### config.mk
export PLATFORM = sky130hd
export DESIGN_NAME = traffic_light_ctrl
export DESIGN_NICKNAME = d
export VERILOG_FILES = /design/src/rtl/traffic_pkg.sv /design/src/rtl/tick_gen.sv /design/src/rtl/traffic_light_ctrl.sv
export SDC_FILE = /design/constraint.sdc
export NUM_CORES = 1
export LEC_CHECK = 0
export ABC_AREA = 0
export CORE_MARGIN = 3
export CORE_UTILIZATION = 45
export DETAILED_ROUTE_END_ITERATION = 16
export PLACE_DENSITY = 0.74
export SYNTH_ARGS = -nofsm -noshare
export SYNTH_HDL_FRONTEND = slang
export SYNTH_SLANG_ARGS = --single-unit
### constraint.sdc
create_clock -name clk -period 2.2 [get_ports clk]
set_clock_uncertainty 0.15 [all_clocks]
set_input_delay 0.33 -clock clk [delete_from_list [all_inputs] [get_ports clk]]
set_output_delay 0.33 -clock clk [all_outputs]
set_load 0.01 [all_outputs]
### src/rtl/traffic_pkg.sv
// Shared traffic-light types: phase encoding, lamp bundle, default timings.
// Reused by the vehicle sequencer and the crosswalk stage.
package traffic_pkg;

  typedef enum logic [1:0] {
    RED    = 2'd0,
    GREEN  = 2'd1,
    YELLOW = 2'd2,
    FLASH  = 2'd3
  } phase_t;

  typedef struct packed {
    logic red;
    logic ylw;
    logic grn;
  } lamps_t;

  localparam int DEF_CLK_DIV     = 100;
  localparam int DEF_TIMER_W     = 8;
  localparam int DEF_GREEN_TIME  = 20;
  localparam int DEF_YELLOW_TIME = 4;
  localparam int DEF_RED_TIME    = 20;
  localparam int DEF_RED_MIN     = 5;

  function automatic lamps_t lamps_of(phase_t p);
    lamps_t l;
    l = '0;
    unique case (p)
      RED:    l.red = 1'b1;
      GREEN:  l.grn = 1'b1;
      YELLOW: l.ylw = 1'b1;
      FLASH:  l.ylw = 1'b1;
    endcase
    return l;
  endfunction

endpackage

### src/rtl/tick_gen.sv
// Free-running prescaler: one-clk tick every CLK_DIV clocks.
// Phase is only realigned by reset.
module tick_gen #(
  parameter int CLK_DIV = 100,
  parameter int W = (CLK_DIV > 1) ? $clog2(CLK_DIV) : 1
) (
  input  logic clk,
  input  logic reset,
  output logic tick
);

  logic [W-1:0] cnt;

  assign tick = (cnt == W'(CLK_DIV - 1));

  always_ff @(posedge clk or posedge reset) begin
    if (reset) begin
      cnt <= '0;
    end else if (tick) begin
      cnt <= '0;
    end else begin
      cnt <= cnt + W'(1);
    end
  end

endmodule

### src/rtl/traffic_light_ctrl.sv
// Vehicle light sequencer RED->GREEN->YELLOW with pedestrian
// shortening of RED and a fault-driven flashing-yellow mode.
module traffic_light_ctrl
  import traffic_pkg::*;
#(
  parameter int CLK_DIV     = DEF_CLK_DIV,
  parameter int TIMER_W     = DEF_TIMER_W,
  parameter int GREEN_TIME  = DEF_GREEN_TIME,
  parameter int YELLOW_TIME = DEF_YELLOW_TIME,
  parameter int RED_TIME    = DEF_RED_TIME,
  parameter int RED_MIN     = DEF_RED_MIN
) (
  input  logic       clk,
  input  logic       reset,
  input  logic       ped_rqst,
  input  logic       fault,
  output logic       red_trffc_light,
  output logic       ylw_trffc_light,
  output logic       grn_trffc_light,
  output logic       ped_ack,
  output logic [1:0] phase
);

  localparam logic [TIMER_W-1:0] GRN_END =
    TIMER_W'(GREEN_TIME - 1);
  localparam logic [TIMER_W-1:0] YLW_END =
    TIMER_W'(YELLOW_TIME - 1);
  localparam logic [TIMER_W-1:0] RED_END =
    TIMER_W'(RED_TIME - 1);
  localparam logic [TIMER_W-1:0] MIN_END =
    TIMER_W'(RED_MIN - 1);

  logic               tick;
  phase_t             state, state_nxt;
  logic [TIMER_W-1:0] timer, timer_nxt;
  logic               pend, pend_nxt;
  logic               ack_nxt;
  logic               phase_end;
  logic               enter_grn;
  lamps_t             lamps, lamps_nxt;

  tick_gen #(
    .CLK_DIV (CLK_DIV)
  ) u_tick (
    .clk   (clk),
    .reset (reset),
    .tick  (tick)
  );

  always_comb begin
    phase_end = 1'b0;
    unique case (state)
      RED:    phase_end = pend ? (timer >= MIN_END)
                               : (timer == RED_END);
      GREEN:  phase_end = (timer == GRN_END);
      YELLOW: phase_end = (timer == YLW_END);
      FLASH:  phase_end = 1'b0;
    endcase
  end

  always_comb begin
    state_nxt = state;
    if (fault) begin
      state_nxt = FLASH;
    end else if (state == FLASH) begin
      state_nxt = RED;
    end else if (tick && phase_end) begin
      unique case (state)
        RED:    state_nxt = GREEN;
        GREEN:  state_nxt = YELLOW;
        YELLOW: state_nxt = RED;
        FLASH:  state_nxt = RED;
      endcase
    end
  end

  assign enter_grn = (state_nxt == GREEN) &&
                     (state != GREEN);

  always_comb begin
    timer_nxt = timer;
    if (fault || (state_nxt != state)) begin
      timer_nxt = '0;
    end else if (tick) begin
      timer_nxt = timer + TIMER_W'(1);
    end
  end

  // Clearing on GREEN entry beats a same-clk request.
  always_comb begin
    pend_nxt = pend;
    ack_nxt  = enter_grn && pend;
    if (fault || enter_grn) begin
      pend_nxt = 1'b0;
    end else if (ped_rqst &&
                 ((state == RED) || (state == YELLOW))) begin
      pend_nxt = 1'b1;
    end
  end

  always_comb begin
    lamps_nxt = lamps_of(state_nxt);
    if (state_nxt == FLASH) begin
      lamps_nxt.red = 1'b0;
      lamps_nxt.grn = 1'b0;
      if (state != FLASH) begin
        lamps_nxt.ylw = 1'b1;
      end else if (tick) begin
        lamps_nxt.ylw = ~lamps.ylw;
      end else begin
        lamps_nxt.ylw = lamps.ylw;
      end
    end
  end

  always_ff @(posedge clk or posedge reset) begin
    if (reset) begin
      state   <= RED;
      timer   <= '0;
      pend    <= 1'b0;
      ped_ack <= 1'b0;
      lamps   <= lamps_of(RED);
    end else begin
      state   <= state_nxt;
      timer   <= timer_nxt;
      pend    <= pend_nxt;
      ped_ack <= ack_nxt;
      lamps   <= lamps_nxt;
    end
  end

  assign red_trffc_light = lamps.red;
  assign ylw_trffc_light = lamps.ylw;
  assign grn_trffc_light = lamps.grn;
  assign phase           = state;

endmodule
==> impl_summary.log, run 1 <==
[metrics] outcome: finished with violations
[metrics] violated checks: setup timing
[metrics] fraction of final layout cells sized beyond drive strength 1: 29.88%
[metrics] achievable frequency: 443.7 MHz
[metrics] critical path data required time: 2.26 ns
[metrics] Inserted Clock Buffers: 3
[metrics] Cell variety after synth: 41
[metrics] most area-consuming cells after synthesis: dfrtp_1, ha_1, xnor2_1
[metrics] basic-gate share of the synthesized area counting and, or, nand and nor cells: 26.32%
[metrics] largest net degree at the start of global routing: 16
[metrics] vias in the first global route: 1177
[metrics] mean instance size in the synthesized netlist: 10.14 µm²
[metrics] total standard cell area after synthesis: 1379 µm²
[metrics] Layout Area Growth over Synthesis: 24.86%
[metrics] Die Span Y: 61.36 µm
[metrics] startpoint of the lowest-slack register-to-register path: timer[3]
[metrics] final-report max-slew violation count: 0
[metrics] x dimension of the die: 61.36 µm
[metrics] first-pass GRT wire length: 5.064 mm
[metrics] worst skew pair latency: 0.31 ns
[metrics] post-layout minimum cycle time: 2.254 ns
[metrics] antenna diode count: 0
[metrics] I/O pin count: 10
[metrics] detailed-routed wire length on met2: 1.559 mm
[metrics] proportion of netlist area held by the largest area contributor: 38.11%
[metrics] dpl hpwl: 2.278 mm
[metrics] number of buffers inserted for hold repair after clock tree synthesis: 0
[metrics] routed length on met3: 66 µm
[metrics] clock tree from TritonCTS: built
[metrics] highest fanout seen on the critical path: 5
[metrics] number of DRC violations after detailed routing: 0
[metrics] highest metal used: met4
[metrics] kind of start point of the critical path: flop
[metrics] flop and latch count out of synthesis: 22
[metrics] post-synthesis xor/xnor area fraction: 7.623%
[metrics] Crit Reg-Reg Endpoint: pend
[metrics] net count of the finished layout: 176
[metrics] number of nets with antenna violations after routing: 0
[metrics] crit path capture type: flop
[metrics] portion of netlist area occupied by mux cells: 0.7260%
[metrics] main combinational cell family by area after synthesis: simple AND/OR/NAND/NOR gates
[metrics] I/O Buffers: 9
[metrics] reg-to-reg setup timing slack: -0.05 ns
[metrics] aggregate global routing overflow: 0
[metrics] GRT Resource Usage Total: 18.33%
[metrics] count of flip-flops with a built-in enable after synthesis: 0
[metrics] transition time at the pin with the least slew margin: 0.6171 ns
[metrics] synthesized-area fraction occupied by ao, oa, aoi and oai cells: 15.52%
[metrics] initial antenna violation count: 0
[metrics] Starting Density: 48.74%
[metrics] synthesis warning total: 0
[metrics] cell type with the largest total area after synthesis: dfrtp_1
[metrics] cell at the root of the clock tree: clkbuf_4
[metrics] Clock H-tree levels: 1
[metrics] number of fillers in the final layout: 236
[metrics] count of standard-cell rows: 19
[metrics] stage delay of the slowest cell on the critical path: 0.58 ns
[metrics] post-DR wirelength/cell: 15.91 µm
[metrics] routed via count: 1124
[metrics] WP data arrival: 2.31 ns
[metrics] Tcrit/Tclk final: 102.4%
[metrics] maximum number of buffers from clock root to sink: 2
[metrics] unrepaired setup endpoints after global routing: true
[metrics] leakage power: 0.7224 nW
[metrics] number of instances in the synthesized netlist: 136
[metrics] type of the tightest min-delay check: input pin to asynchronous set/reset pin
[metrics] Placeable Area: 2829 µm²
[metrics] instance area at placement: 1627 µm²
[metrics] share of flip-flops with an asynchronous set or reset: 100.0%
[metrics] Die ar.: 3764 µm²
[metrics] Cell Chain, Critical Path: or4_4 > nor4_4 > o21ai_4 > o211a_1 > o311a_1
[metrics] sequential element share of the synthesized area: 40.02%
[metrics] Relative slew margins: 58.68%
[metrics] ys flop type: dfrtp_1
[metrics] aggregate routed wire length: 3.102 mm
[metrics] number of clock sinks: 22
[metrics] area share of fa/ha/maj cells after synthesis: 6.352%
[metrics] least setup slack across all paths after layout: -0.05372 ns
[metrics] end-of-flow core utilization: 60.86%
[metrics] Setup violations, final: 7
[metrics] maximum capacitance violations: 0
[metrics] Placer Congestion: 0.9233
[metrics] Worst path slowest cell: or4_4
[metrics] detailed-route wire length on metal 1: 1.417 mm
[metrics] fin area: 1722 µm²
[metrics] number of violations reported at the end of detailed-routing iteration 0: 24
[metrics] Crit. Startpoint: timer[3]
[metrics] Avg Vias per Cell: 5.764
[metrics] number of detailed-routing iterations run before antenna repair: 4
[metrics] power per standard cell area: 573.7 nW/µm²
[metrics] synthesized net count: 147
[metrics] depth of the worst register-to-register path: 5
[metrics] peak ir drop on the vdd network: 0.0005043 V
[metrics] CP Class: flop to flop
[metrics] clock transition at the registers of the reported paths: 0.12 ns
[metrics] Final Hold Viols: 0
## registers in the layout, summed over array words and instances, names as in the netlist
signal,flops
grn_trffc_light,1
timer,8
pend,1
ped_ack,1
u_tick.cnt,7
phase,2
ylw_trffc_light,1
red_trffc_light,1
## cell families (layout without fill, tap and decap cells)
logic type,after synthesis,in the layout
fa+ha+maj,7,7
xor+xnor,12,12
compound gates,23,23
buf+inv,10,38
simple gates,61,61
flops,22,22
mux,1,1
## layout make-up
type,instances,area (µm²),share of cell area (%)
repair buffers,25,210.2,12.21
multi-input cells,104,848.3,49.27
well taps,31,38.79,2.253
flip-flops and latches,22,554.3,32.19
inverters,9,33.78,1.962
clock buffers,4,36.28,2.108
## critical path, delay by kind of cell (launching register included)
family / cells / cell delay (ns)
DFF: 1 / 0.39
and+or+nand+nor: 2 / 0.99
AOI/OAI and AO/OA: 3 / 0.62
## synthesized netlist by cell type (2+ instances only)
cell      instances
a21oi_1           2
a31oi_1           4
and2_1            2
and3_1            2
dfrtp_1          21
ha_1              7
inv_1             9
nand2_1          15
nand2b_1          2
nand3_1           7
nor2_1            9
nor3_1            9
nor4_1            3
nor4b_1           2
nor4bb_2          2
o211a_1           2
o211ai_1          2
o21ai_0           2
or4_4             2
xnor2_1           9
xor2_1            3
## worst max-delay path by stage
stage                           end  slack, ns  cells past startpoint
finish                         pend      -0.05                      5
global placement    red_trffc_light     0.0005                      6
global route               timer[6]      -0.16                      6
detailed placement  red_trffc_light      -0.12                      6
floorplan                      pend      0.004                      5
CTS                        timer[6]      -0.04                      5
## routing by layer
layer,track usage [%],up-vias
li1,-,544
met1,22.28,555
met4,8.788,0
met5,0,-
met2,32.18,18
met3,2.096,7
## placed cells by master (no fill, tap or decap), types with 2 or more instances in the layout
cell	instances
xnor2_1	9
clkdlybuf4s50_1	9
nor2_1	9
o211ai_1	2
nor3_1	7
o21ai_0	2
ha_1	6
buf_4	16
a31oi_1	3
nor3_2	3
and3_1	2
nor4_1	2
nand2_1	14
inv_2	2
a21oi_1	2
inv_1	7
dfrtp_1	19
nand2b_1	2
clkbuf_4	3
xor2_1	3
dfrtp_2	2
nand3_1	7
or4_4	2
## timing repair
action                     in CTS  in global routing
setup buffers                   1                  0
setup endpoints to repair       6                 15
gates resized for setup         3                  6
pin swaps                       6                  5
## through the flow
stage / total power [mW] / hold WS (ns) / TNS (ns) / instances / worst slack (ns)
final: 0.9877 / 0.1021 / -0.1574 / 195 / -0.05372
after global routing: 1.032 / 0.1324 / -1.518 / 195 / -0.1589
after CTS: 0.9736 / 0.1112 / -0.1853 / 195 / -0.04283
after detailed placement: 0.7403 / 0.3302 / -0.2385 / 190 / -0.1169
after global placement: 0.7307 / 0.3198 / 0 / 190 / 0.0005309
after floorplan: 0.6380 / 0.1683 / 0 / 136 / 0.003711
## report_power, final
part	total, mW	internal, mW	switching [mW]
Combinational	0.310	0.134	0.176
Clock	0.228	0.101	0.127
Sequential	0.449	0.430	0.0190
Note: power is estimated with default switching activity, not from simulation.
==> run 2: changes to the inputs <==
--- a/config.mk
+++ b/config.mk
@@ -9,7 +9,7 @@
 export CORE_MARGIN = 3
 export CORE_UTILIZATION = 45
 export DETAILED_ROUTE_END_ITERATION = 16
-export PLACE_DENSITY = 0.74
+export PLACE_DENSITY = 0.72
 export SYNTH_ARGS = -nofsm -noshare
 export SYNTH_HDL_FRONTEND = slang
 export SYNTH_SLANG_ARGS = --single-unit
==> constraint.sdc (replaced) <==
create_clock -name clk -period 2.1 [get_ports clk]
set_clock_uncertainty 0.15 [all_clocks]
set_input_delay 0.315 -clock clk [delete_from_list [all_inputs] [get_ports clk]]
set_output_delay 0.315 -clock clk [all_outputs]
set_load 0.01 [all_outputs]
==> run 2 against run 1 <==
The run still ends with setup timing left. Clock-buffer cell count unchanged. Via count grew 8.8%. Clock power is 11% lower. Non-clock buffer count increased by 14. Critical path type unchanged. Largest cell class unchanged. Fmax rose by 0.62%. Combinational power grew 18%. Sequential power rose by 6.5%. Register-to-register slack lost 0.09 ns. Final area is 7.3% higher. Die area unchanged. Critical endpoint unchanged.
==> impl_summary.log, run 2 (synthesis gave the netlist of run 1 again) <==
[metrics] number of DRC violations after detailed routing: 0 (unchanged)
[metrics] outcome: finished with violations
[metrics] stage delay of the slowest cell on the critical path: 0.58 ns (about the same)
[metrics] maximum capacitance violations: 0 (unchanged)
[metrics] number of clock sinks: 22 (unchanged)
[metrics] number of violations reported at the end of detailed-routing iteration 0: 39 (+63%)
[metrics] Die ar.: 3764 µm² (unchanged)
[metrics] count of standard-cell rows: 19 (unchanged)
[metrics] depth of the worst register-to-register path: 5 (unchanged)
[metrics] clock tree from TritonCTS: built
[metrics] met1 track utilization from global routing: 23.66% (+1.4 points)
[metrics] clock transition at the registers of the reported paths: 0.12 ns (about the same)
[metrics] vias in the first global route: 1215 (+3.2%)
[metrics] Cell Chain, Critical Path: or4_4 > o211a_4 > o211ai_4 > nand2_2 > o311a_1
[metrics] initial antenna violation count: 0 (unchanged)
[metrics] worst hold margin: 0.1653 ns (+0.06322 ns)
[metrics] Worst path slowest cell: or4_4
[metrics] GRT Resource Usage Total: 20.05% (+1.7 points)
[metrics] cell at the root of the clock tree: clkbuf_4
[metrics] register bank with the most flops: timer
[metrics] transition time at the pin with the least slew margin: 0.3880 ns (-0.2291 ns)
[metrics] Clock H-tree levels: 1 (unchanged)
[metrics] critical path data required time: 2.15 ns (-0.11 ns)
[metrics] least setup slack across all paths after layout: -0.1398 ns (-0.08605 ns)
[metrics] power per standard cell area: 565.5 nW/µm² (-1.4%)
[metrics] Die Span Y: 61.36 µm (unchanged)
[metrics] I/O Buffers: 9 (unchanged)
[metrics] leakage power: 0.7938 nW (+9.9%)
[metrics] type of the tightest min-delay check: input pin to asynchronous set/reset pin
[metrics] Tot Pwr: 1.044 mW (+5.7%)
[metrics] CP Class: flop to flop
[metrics] peak ir drop on the vdd network: 0.0003540 V (-30%)
[metrics] Avg Vias per Cell: 5.852 (+1.5%)
[metrics] buffers plus inverters on the worst setup path: 0 (unchanged)
[metrics] Inserted Clock Buffers: 3 (unchanged)
[metrics] dpl hpwl: 2.447 mm (+7.4%)
[metrics] GRT met3 Usage: 5.870% (+3.8 points)
[metrics] Setup violations, final: 15 (+8)
[metrics] Tcrit/Tclk final: 106.7% (+4.2 points)
[metrics] Starting Density: 48.74% (unchanged)
[metrics] Final Hold Viols: 0 (unchanged)
[metrics] highest fanout seen on the critical path: 3 (-2)
[metrics] antenna diode count: 0 (unchanged)
[metrics] post-layout minimum cycle time: 2.240 ns (-0.01395 ns)
[metrics] startpoint of the lowest-slack register-to-register path: timer[7]
[metrics] placement-stage worst setup slack: -0.1065 ns (+0.01039 ns)
[metrics] post-DR wirelength/cell: 16.14 µm (+1.5%)
[metrics] kind of start point of the critical path: flop
[metrics] Crit path max-delay family: compound AO/OA/AOI/OAI gates
[metrics] grt met2 use: 34.44% (+2.3 points)
[metrics] fraction of final layout cells sized beyond drive strength 1: 36.52% (+6.6 points)
[metrics] violated checks: setup timing
[metrics] x dimension of the die: 61.36 µm (unchanged)
[metrics] unrepaired setup endpoints after global routing: true
[metrics] largest net degree at the start of global routing: 23 (+7)
[metrics] leading cell types in the layout, fill and taps excluded: buf_4, dfrtp_1, nand2_1
[metrics] Placeable Area: 2829 µm² (unchanged)
[metrics] Layout Area Growth over Synthesis: 33.94%
[metrics] number of flip-flops under the largest register name: 8 (unchanged)
[metrics] net count of the finished layout: 190 (+8.0%)
[metrics] most frequent standard cell in the layout excluding fill and tap cells: buf_4
[metrics] Placer Congestion: 0.8906 (-3.5%)
[metrics] achievable frequency: 446.5 MHz (+0.62%)
[metrics] reg-to-reg setup timing slack: -0.14 ns (-0.09 ns)
[metrics] layer with the highest usage: met2
[metrics] crit path capture type: flop
[metrics] WP data arrival: 2.29 ns (-0.02 ns)
[metrics] aggregate routed wire length: 3.374 mm (+8.8%)
[metrics] Relative slew margins: 73.92% (+15 points)
[metrics] maximum number of buffers from clock root to sink: 2 (unchanged)
[metrics] number of nets with antenna violations after routing: 0 (unchanged)
[metrics] I/O pin count: 10 (unchanged)
[metrics] routed via count: 1223 (+8.8%)
[metrics] final-report max-slew violation count: 0 (unchanged)
[metrics] first-pass GRT wire length: 5.520 mm (+9.0%)
[metrics] number of detailed-routing iterations run before antenna repair: 4 (unchanged)
[metrics] worst skew pair latency: 0.32 ns (about the same)
[metrics] Crit Reg-Reg Endpoint: pend
[metrics] aggregate global routing overflow: 0 (unchanged)
[metrics] number of buffers inserted for hold repair after clock tree synthesis: 0 (unchanged)
## run 2: worst reg2reg max path, stage by stage (launching register included)
cell	delay, ns
dfrtp_1	0.40
or4_4	0.58
o211a_4	0.28
o211ai_4	0.26
nand2_2	0.11
o311a_1	0.34
## run 2: what timing repair did
item,CTS,global route
resized for setup,3,8
buffers inserted,4,1
endpoints found under the hold margin,0,0
pin swaps,8,7
endpoints found under the setup margin,14,15
## run 2: power breakdown
group	internal, mW	switching [mW]	total, mW
Clock	0.0744	0.127	0.202
Sequential	0.451	0.0267	0.478
Combinational	0.171	0.194	0.365
## run 2: stage by stage
| stage | instances | instance area [µm²] | utilization [%] | setup TNS [ns] |
|---|---|---|---|---|
| global placement | 200 | 1728 | 61.08 | -0.1218 |
| global route | 209 | 1847 | 65.28 | -2.121 |
| CTS | 208 | 1800 | 63.64 | -0.8245 |
| detailed placement | 200 | 1728 | 61.08 | -0.7248 |
| floorplan | 136 | 1425 | - | -0.07674 |
| finish | 209 | 1847 | 65.28 | -1.157 |
## run 2: layout make-up
class / count / area, µm²
Clock buffer: 4 / 26.28
Fill cell: 222 / 982.2
Inverter: 9 / 36.28
Multi-Input combinational cell: 104 / 872.1
Sequential cell: 22 / 554.3
Tap cell: 31 / 38.79
Timing Repair Buffer: 39 / 319.1
## run 2: worst max path at each step
stage	cells past startpoint	end	slack, ns	startpoint
3_5_place_dp	5	timer[5]	-0.11	timer[7]
3_3_place_gp	5	timer[5]	-0.05	timer[7]
6_report	5	pend	-0.14	timer[7]
2_1_floorplan	5	pend	-0.04	timer[5]
5_1_grt	5	timer[5]	-0.18	timer[7]
4_1_cts	6	timer[2]	-0.08	timer[7]
## run 2: per-layer routing
metal / vias to the layer above / routed length [µm]
met5: - / 0
met4: 0 / 88
met3: 14 / 155
met2: 37 / 1758
met1: 596 / 1371
li1: 576 / -
